--- src/rtl/rv32i_pkg.sv ---
// Shared RV32I definitions: widths, major opcodes, field slices
// and the opcode classifier used by the operand-fetch stage.
package rv32i_pkg;

    localparam int XLEN      = 32;
    localparam int REG_IDX_W = 5;
    localparam int NUM_REGS  = 1 << REG_IDX_W;

    localparam int RD_LSB  = 7;
    localparam int RS1_LSB = 15;
    localparam int RS2_LSB = 20;

    typedef logic [REG_IDX_W-1:0] reg_idx_t;
    typedef logic [XLEN-1:0]      xword_t;

    typedef enum logic [6:0] {
        OPC_LUI    = 7'b0110111,
        OPC_AUIPC  = 7'b0010111,
        OPC_JAL    = 7'b1101111,
        OPC_JALR   = 7'b1100111,
        OPC_BRANCH = 7'b1100011,
        OPC_LOAD   = 7'b0000011,
        OPC_STORE  = 7'b0100011,
        OPC_OP_IMM = 7'b0010011,
        OPC_OP     = 7'b0110011
    } opcode_t;

    typedef struct packed {
        logic use_rs1;
        logic use_rs2;
        logic use_rd;
        logic illegal;
    } op_class_t;

    function automatic reg_idx_t rd_of(input xword_t instr);
        return instr[RD_LSB +: REG_IDX_W];
    endfunction

    function automatic reg_idx_t rs1_of(input xword_t instr);
        return instr[RS1_LSB +: REG_IDX_W];
    endfunction

    function automatic reg_idx_t rs2_of(input xword_t instr);
        return instr[RS2_LSB +: REG_IDX_W];
    endfunction

    function automatic op_class_t classify(input logic [6:0] op);
        op_class_t c;
        c = '0;
        case (op)
            OPC_LUI, OPC_AUIPC, OPC_JAL: c.use_rd = 1'b1;
            OPC_JALR, OPC_LOAD, OPC_OP_IMM: begin
                c.use_rs1 = 1'b1;
                c.use_rd  = 1'b1;
            end
            OPC_OP: begin
                c.use_rs1 = 1'b1;
                c.use_rs2 = 1'b1;
                c.use_rd  = 1'b1;
            end
            OPC_STORE, OPC_BRANCH: begin
                c.use_rs1 = 1'b1;
                c.use_rs2 = 1'b1;
            end
            default: c.illegal = 1'b1;
        endcase
        return c;
    endfunction

endpackage

--- src/rtl/operand_fetch_scoreboard.sv ---
// Per-register busy bits; set wins over clear on the same index.
// Ports: set_en/set_addr, clr_en/clr_addr, qa/qb pending queries, busy.
module scoreboard
    import rv32i_pkg::*;
(
    input  logic                clk,
    input  logic                rst,
    input  logic                set_en,
    input  logic [REG_IDX_W-1:0] set_addr,
    input  logic                clr_en,
    input  logic [REG_IDX_W-1:0] clr_addr,
    input  logic [REG_IDX_W-1:0] qa_addr,
    output logic                qa_pend,
    input  logic [REG_IDX_W-1:0] qb_addr,
    output logic                qb_pend,
    output logic [NUM_REGS-1:0] busy
);

    logic [NUM_REGS-1:0] busy_d;
    logic [NUM_REGS-1:0] busy_q;

    always_comb begin
        busy_d = busy_q;
        if (clr_en) busy_d[clr_addr] = 1'b0;
        if (set_en) busy_d[set_addr] = 1'b1;
        busy_d[0] = 1'b0;
    end

    always_ff @(posedge clk or negedge rst) begin
        if (!rst) busy_q <= '0;
        else      busy_q <= busy_d;
    end

    // A query is pending only if the bit is not retiring this cycle.
    assign qa_pend = busy_q[qa_addr] && !(clr_en && clr_addr == qa_addr);
    assign qb_pend = busy_q[qb_addr] && !(clr_en && clr_addr == qb_addr);
    assign busy    = busy_q;

endmodule

--- src/rtl/operand_fetch.sv ---
// RV32I decode/operand-fetch stage: rf read, wb bypass, busy scoreboard.
// Ports: in_* from fetch, rf_rd_* to regfile, wb_* snoop, out_* to execute.
module operand_fetch
    import rv32i_pkg::*;
(
    input  logic                 clk,
    input  logic                 rst,
    input  logic                 in_valid,
    output logic                 in_ready,
    input  logic [XLEN-1:0]      in_instr,
    input  logic [XLEN-1:0]      in_pc,
    output logic [REG_IDX_W-1:0] rf_rd_addr0,
    output logic [REG_IDX_W-1:0] rf_rd_addr1,
    input  logic [XLEN-1:0]      rf_rd_data0,
    input  logic [XLEN-1:0]      rf_rd_data1,
    input  logic                 wb_ena,
    input  logic [REG_IDX_W-1:0] wb_addr,
    input  logic [XLEN-1:0]      wb_data,
    input  logic                 flush,
    output logic                 out_valid,
    input  logic                 out_ready,
    output logic [XLEN-1:0]      out_instr,
    output logic [XLEN-1:0]      out_pc,
    output logic [XLEN-1:0]      out_rs1_val,
    output logic [XLEN-1:0]      out_rs2_val,
    output logic [REG_IDX_W-1:0] out_rd,
    output logic                 out_illegal
);

    op_class_t   cls;
    reg_idx_t    rs1;
    reg_idx_t    rs2;
    reg_idx_t    rd;
    logic        pend1;
    logic        pend2;
    logic        pend_rd;
    logic        hazard;
    logic        capture;
    logic        out_fire;
    logic [NUM_REGS-1:0] busy;
    xword_t      rs1_val;
    xword_t      rs2_val;

    logic        out_valid_d, out_valid_q;
    xword_t      out_instr_d, out_instr_q;
    xword_t      out_pc_d,    out_pc_q;
    xword_t      out_rs1_d,   out_rs1_q;
    xword_t      out_rs2_d,   out_rs2_q;
    reg_idx_t    out_rd_d,    out_rd_q;
    logic        out_ill_d,   out_ill_q;

    assign cls = classify(in_instr[6:0]);
    assign rs1 = rs1_of(in_instr);
    assign rs2 = rs2_of(in_instr);
    assign rd  = rd_of(in_instr);

    assign rf_rd_addr0 = rs1;
    assign rf_rd_addr1 = rs2;

    // A flushed entry never completes a handshake, so it cannot set busy.
    assign out_fire = out_valid_q && out_ready && !flush;

    scoreboard u_sb (
        .clk      (clk),
        .rst      (rst),
        .set_en   (out_fire && out_rd_q != '0),
        .set_addr (out_rd_q),
        .clr_en   (wb_ena),
        .clr_addr (wb_addr),
        .qa_addr  (rs1),
        .qa_pend  (pend1),
        .qb_addr  (rs2),
        .qb_pend  (pend2),
        .busy     (busy)
    );

    assign pend_rd = busy[rd] && !(wb_ena && wb_addr == rd);

    // Producer still sitting in the output register has not set busy yet.
    function automatic logic in_flight(input reg_idx_t idx);
        return out_valid_q && out_rd_q != '0 && out_rd_q == idx;
    endfunction

    always_comb begin
        hazard = 1'b0;
        if (cls.use_rs1 && rs1 != '0 && (pend1 || in_flight(rs1)))
            hazard = 1'b1;
        if (cls.use_rs2 && rs2 != '0 && (pend2 || in_flight(rs2)))
            hazard = 1'b1;
        if (cls.use_rd && rd != '0 && (pend_rd || in_flight(rd)))
            hazard = 1'b1;
    end

    assign in_ready = (!out_valid_q || out_ready) && !hazard && !flush;
    assign capture  = in_valid && in_ready;

    function automatic xword_t pick(input logic used, input reg_idx_t idx,
                                    input xword_t rf_val);
        if (!used || idx == '0)            return '0;
        else if (wb_ena && wb_addr == idx) return wb_data;
        else                               return rf_val;
    endfunction

    assign rs1_val = pick(cls.use_rs1, rs1, rf_rd_data0);
    assign rs2_val = pick(cls.use_rs2, rs2, rf_rd_data1);

    always_comb begin
        out_valid_d = out_valid_q;
        out_instr_d = out_instr_q;
        out_pc_d    = out_pc_q;
        out_rs1_d   = out_rs1_q;
        out_rs2_d   = out_rs2_q;
        out_rd_d    = out_rd_q;
        out_ill_d   = out_ill_q;
        if (flush) begin
            out_valid_d = 1'b0;
        end else if (capture) begin
            out_valid_d = 1'b1;
            out_instr_d = in_instr;
            out_pc_d    = in_pc;
            out_rs1_d   = rs1_val;
            out_rs2_d   = rs2_val;
            out_rd_d    = cls.use_rd ? rd : '0;
            out_ill_d   = cls.illegal;
        end else if (out_fire) begin
            out_valid_d = 1'b0;
        end
    end

    always_ff @(posedge clk or negedge rst) begin
        if (!rst) begin
            out_valid_q <= 1'b0;
            out_instr_q <= '0;
            out_pc_q    <= '0;
            out_rs1_q   <= '0;
            out_rs2_q   <= '0;
            out_rd_q    <= '0;
            out_ill_q   <= 1'b0;
        end else begin
            out_valid_q <= out_valid_d;
            out_instr_q <= out_instr_d;
            out_pc_q    <= out_pc_d;
            out_rs1_q   <= out_rs1_d;
            out_rs2_q   <= out_rs2_d;
            out_rd_q    <= out_rd_d;
            out_ill_q   <= out_ill_d;
        end
    end

    assign out_valid   = out_valid_q;
    assign out_instr   = out_instr_q;
    assign out_pc      = out_pc_q;
    assign out_rs1_val = out_rs1_q;
    assign out_rs2_val = out_rs2_q;
    assign out_rd      = out_rd_q;
    assign out_illegal = out_ill_q;

endmodule

--- config.mk ---
export PLATFORM = sky130hd
export DESIGN_NAME = operand_fetch
export DESIGN_NICKNAME = d
export VERILOG_FILES = /design/src/rtl/rv32i_pkg.sv /design/src/rtl/operand_fetch_scoreboard.sv /design/src/rtl/operand_fetch.sv
export SDC_FILE = /design/constraint.sdc
export NUM_CORES = 1
export LEC_CHECK = 0
export CAP_MARGIN = 25
export CORE_MARGIN = 10
export CORE_UTILIZATION = 40
export DETAILED_ROUTE_END_ITERATION = 6
export HOLD_SLACK_MARGIN = 0.02
export PLACE_DENSITY = 0.76
export SYNTH_ARGS = -nofsm -noshare
export SYNTH_HDL_FRONTEND = slang
export SYNTH_SLANG_ARGS = --single-unit
--- constraint.sdc ---
create_clock -name clk -period 8.55 [get_ports clk]
set_input_delay 2.565 -clock clk [delete_from_list [all_inputs] [get_ports clk]]
set_output_delay 2.565 -clock clk [all_outputs]
set_load 0.01 [all_outputs]
==> out/results.ini <==
[detailed_routing]
wl_mm = 30.3
wire_per_inst_um = 22.9
vias = 7197
first_pass_iters = 6
postRouteAntennaNets = 0
dr.first_iter.drc_count = 495
vias_per_cell = 5.44
remaining_drc_errors = 0

[timing]
timing.final.crit_share_pct = 94.9
min_period_ns = 8.11
rsz0062_at_grt = no
setup_violations = 0
tightest_slew_ns = 0.901
whs_ns = 0.489
tns_ns = 0
max_freq_ghz = 0.123
final_hold_viol_count = 0
slew_violations = 0
relSlewSlack_pct = 39.8
skew_ns = 0.0201

[clock_network]
cts_tree = yes
post_cts_buffers = 0
path_clk_slew_ns = 0.06
cts_max_level = 4
clkSinkCount = 166
ctsHoldBuffers = 0
cts_buffers = 17
clock_path_buffers = 2
clk_latency_ns = 0.43
cts-root-buf = clkbuf_16
post_cts_resize_count = 0

[logic_synthesis]
syn_area_um2 = 8730
synth-main-ff-cell = dfrtp_1
synth-edff-count = 0
synth_seq_area_share_pct = 47.6
synth_seq_cells = 166
ys_top_cells_by_count = dfrtp_1 (166), mux2i_1 (89), mux2_2 (88)
synth_nets = 914
yosys.area.top_type = dfrtp_1
netlist-cell-type-count = 47
syn-mean-instance-area_um2 = 11.7
synthCells = 743
synthArstFlopShare_pct = 100
synth_most_common_cell = dfrtp_1
synth_area_leaders = dfrtp_1 (48%), mux2_2 (11%), mux2i_1 (10%), mux2_1 (5.7%), o21ai_0 (3.9%)
synth_top_area_share_pct = 47.6
yosys_warnings = 0

[global_route]
antenna_found_initial = 0
grt_use_met2_pct = 34.2
grt_overflow = 0
grt.met3_usage_pct = 6.53
grt_max_degree = 62
gr-usage-met1_pct = 25.5
grt_pass1_vias = 7479
grt_pass1_wl_mm = 45.8
top_usage_layer = met2
grt_usage_pct = 20.8

[worst_setup_path]
critical_path_arrival_ns = 5.55
path_common_cell = clkdlybuf4s50_1
critPathMaxFanout = 11
crit_type = input pin to output pin
crit_path_end_kind = output pin
critPathLaunchType = input pin
reg2reg_slack_ns = 4.75
crit_slowest_cell = clkdlybuf4s50_1
worst_path_largest_cell_delay_ns = 0.56
cp-startpoint = in_instr[15]
rr_worst_depth = 8
crit_path_cell_trace = clkdlybuf4s50_1 > buf_4 > mux4_2 > inv_1 > a221oi_1 > a2111oi_1 > nor4b_1 > a41oi_2 > and3_1 > clkdlybuf4s50_1
r2r-start = u_sb.busy[13]$_DFF_PN0_
cp.required_ns = 5.99
r2r_end = out_instr[30]$_DFFE_PN0P_

[worst_hold_path]
hold_path_depth = 1
hp-class = flip-flop to flip-flop
worstHoldEndpoint = out_rs2_val[1]$_DFFE_PN0P_
hp-start = out_rs2_val[1]$_DFFE_PN0P_

[power]
combPwrFrac_pct = 23.2
p_per_area_nw_per_um2 = 173
peakVddDrop_mv = 0.131
intPower_mw = 1.59
switching_share_pct = 27.2
total_leakage_power_nw = 5.21
power_frac_clock_pct = 35.1
p_sw_uw = 595
seq_power_share_pct = 41.7

[cells_and_area]
syn_to_final_growth_pct = 45.2
nNetsFinal = 1206
n_antenna_cell = 0
fill_cells = 1744
drive_above_1_share_pct = 15.9

[floorplanning]
design.portCount = 317
num_rows = 53
fp.dieH_um = 168
initial_core_util_pct = 41.1
core_region_area_um2 = 21200
die_area_um2 = 28100
die_w_um = 168

[placed_design]
dp.final_hpwl_mm = 23.2
gp_congestion = 0.919
numPortBuffers = 316

[job]
max_cap_violations = 0

[outcome]
outcome = completed

## power by group through the flow
| stage | sequential [mW] | combinational [mW] | clock (mW) |
|---|---|---|---|
| floorplan | 0.951 | 0.175 | 0 |
| global placement | 0.922 | 0.508 | 0 |
| detailed placement | 0.927 | 0.513 | 0 |
| CTS | 0.912 | 0.516 | 0.787 |
| global route | 0.922 | 0.546 | 0.816 |
| finish | 0.912 | 0.508 | 0.767 |
## per-stage QoR
| stage | area, um^2 | cells | total power [mW] | util (%) | setup slack, ns |
|---|---|---|---|---|---|
| after floorplan | 8730 | 743 | 1.13 | - | 1.76 |
| after global placement | 12100 | 1291 | 1.43 | 57.0 | 0.489 |
| after detailed placement | 12100 | 1291 | 1.44 | 57.0 | 0.446 |
| after CTS | 12700 | 1323 | 2.22 | 59.7 | 0.438 |
| after global routing | 12700 | 1323 | 2.28 | 59.7 | 0.290 |
| final | 12700 | 1323 | 2.19 | 59.7 | 0.439 |
## state kept, by name, summed over array words and instances, names as in the netlist
name         flops
out_instr       32
out_pc          32
out_rs1_val     32
out_rs2_val     32
u_sb.busy       31
out_rd           5
out_illegal      1
out_valid        1
## cell usage in the layout, fill, tap and decap left out, types with 2 or more instances in the layout
master and instances:
o21ai_0 68, nand3b_1 9, inv_1 10, a31oi_1 4, nor2b_1 3, mux2i_1 89
nor4_1 7, dfrtp_1 166, a21oi_1 3, or3_1 2, mux2_1 44, nand3_1 22
mux2_2 88, buf_4 22, clkinv_2 2, inv_6 3, and3_2 2, clkbuf_16 17
nor2_1 73, xnor2_1 12, or3b_2 3, nor3_1 3, nand2_1 13, clkdlybuf4s50_1 315
nor4b_1 2, clkinvlp_4 6, mux4_2 15, xor2_1 18, bufinv_16 2
## how the worst max path moves through the flow
| stage | to | slack (ns) | depth (start not counted) |
|---|---|---|---|
| final | in_ready | 0.44 | 10 |
| after global routing | in_ready | 0.29 | 10 |
| after CTS | in_ready | 0.44 | 10 |
| after detailed placement | in_ready | 0.45 | 10 |
| after global placement | in_ready | 0.49 | 9 |
| after floorplan | in_ready | 1.76 | 9 |
## critical path: cells and delay by family
family                 cells  cell delay (ns)
buffers and inverters      4             1.41
AO/OA/AOI/OAI              3             0.70
multiplexers               1             0.52
AND/OR/NAND/NOR            2             0.34
## cell type report
class                      count  area [um^2]  area share (%)
multi-input combinational    501         4200            33.2
sequential                   166         4150            32.8
timing repair buffer         339         3350            26.4
clock buffer                  18          429            3.39
tap                          275          344            2.72
clock inverter                14          150            1.19
inverter                      10         37.5           0.296
## cells by family (layout without fill, tap and decap cells)
group,count (synthesis),in the layout,share of synthesized area (%)
simple gates,148,148,8.23
buf+inv,76,381,4.36
compound gates,87,87,5.68
flops,166,166,47.6
mux,236,236,31.1
xor+xnor,30,30,3.01
## per-layer routing
layer  part of all wire (%)  wire length, um
met4                    1.9              569
met3                    8.9             2680
met1                     40            12100
met5                      0                0
met2                     49            14900
Note: power is estimated with default switching activity, not from simulation.
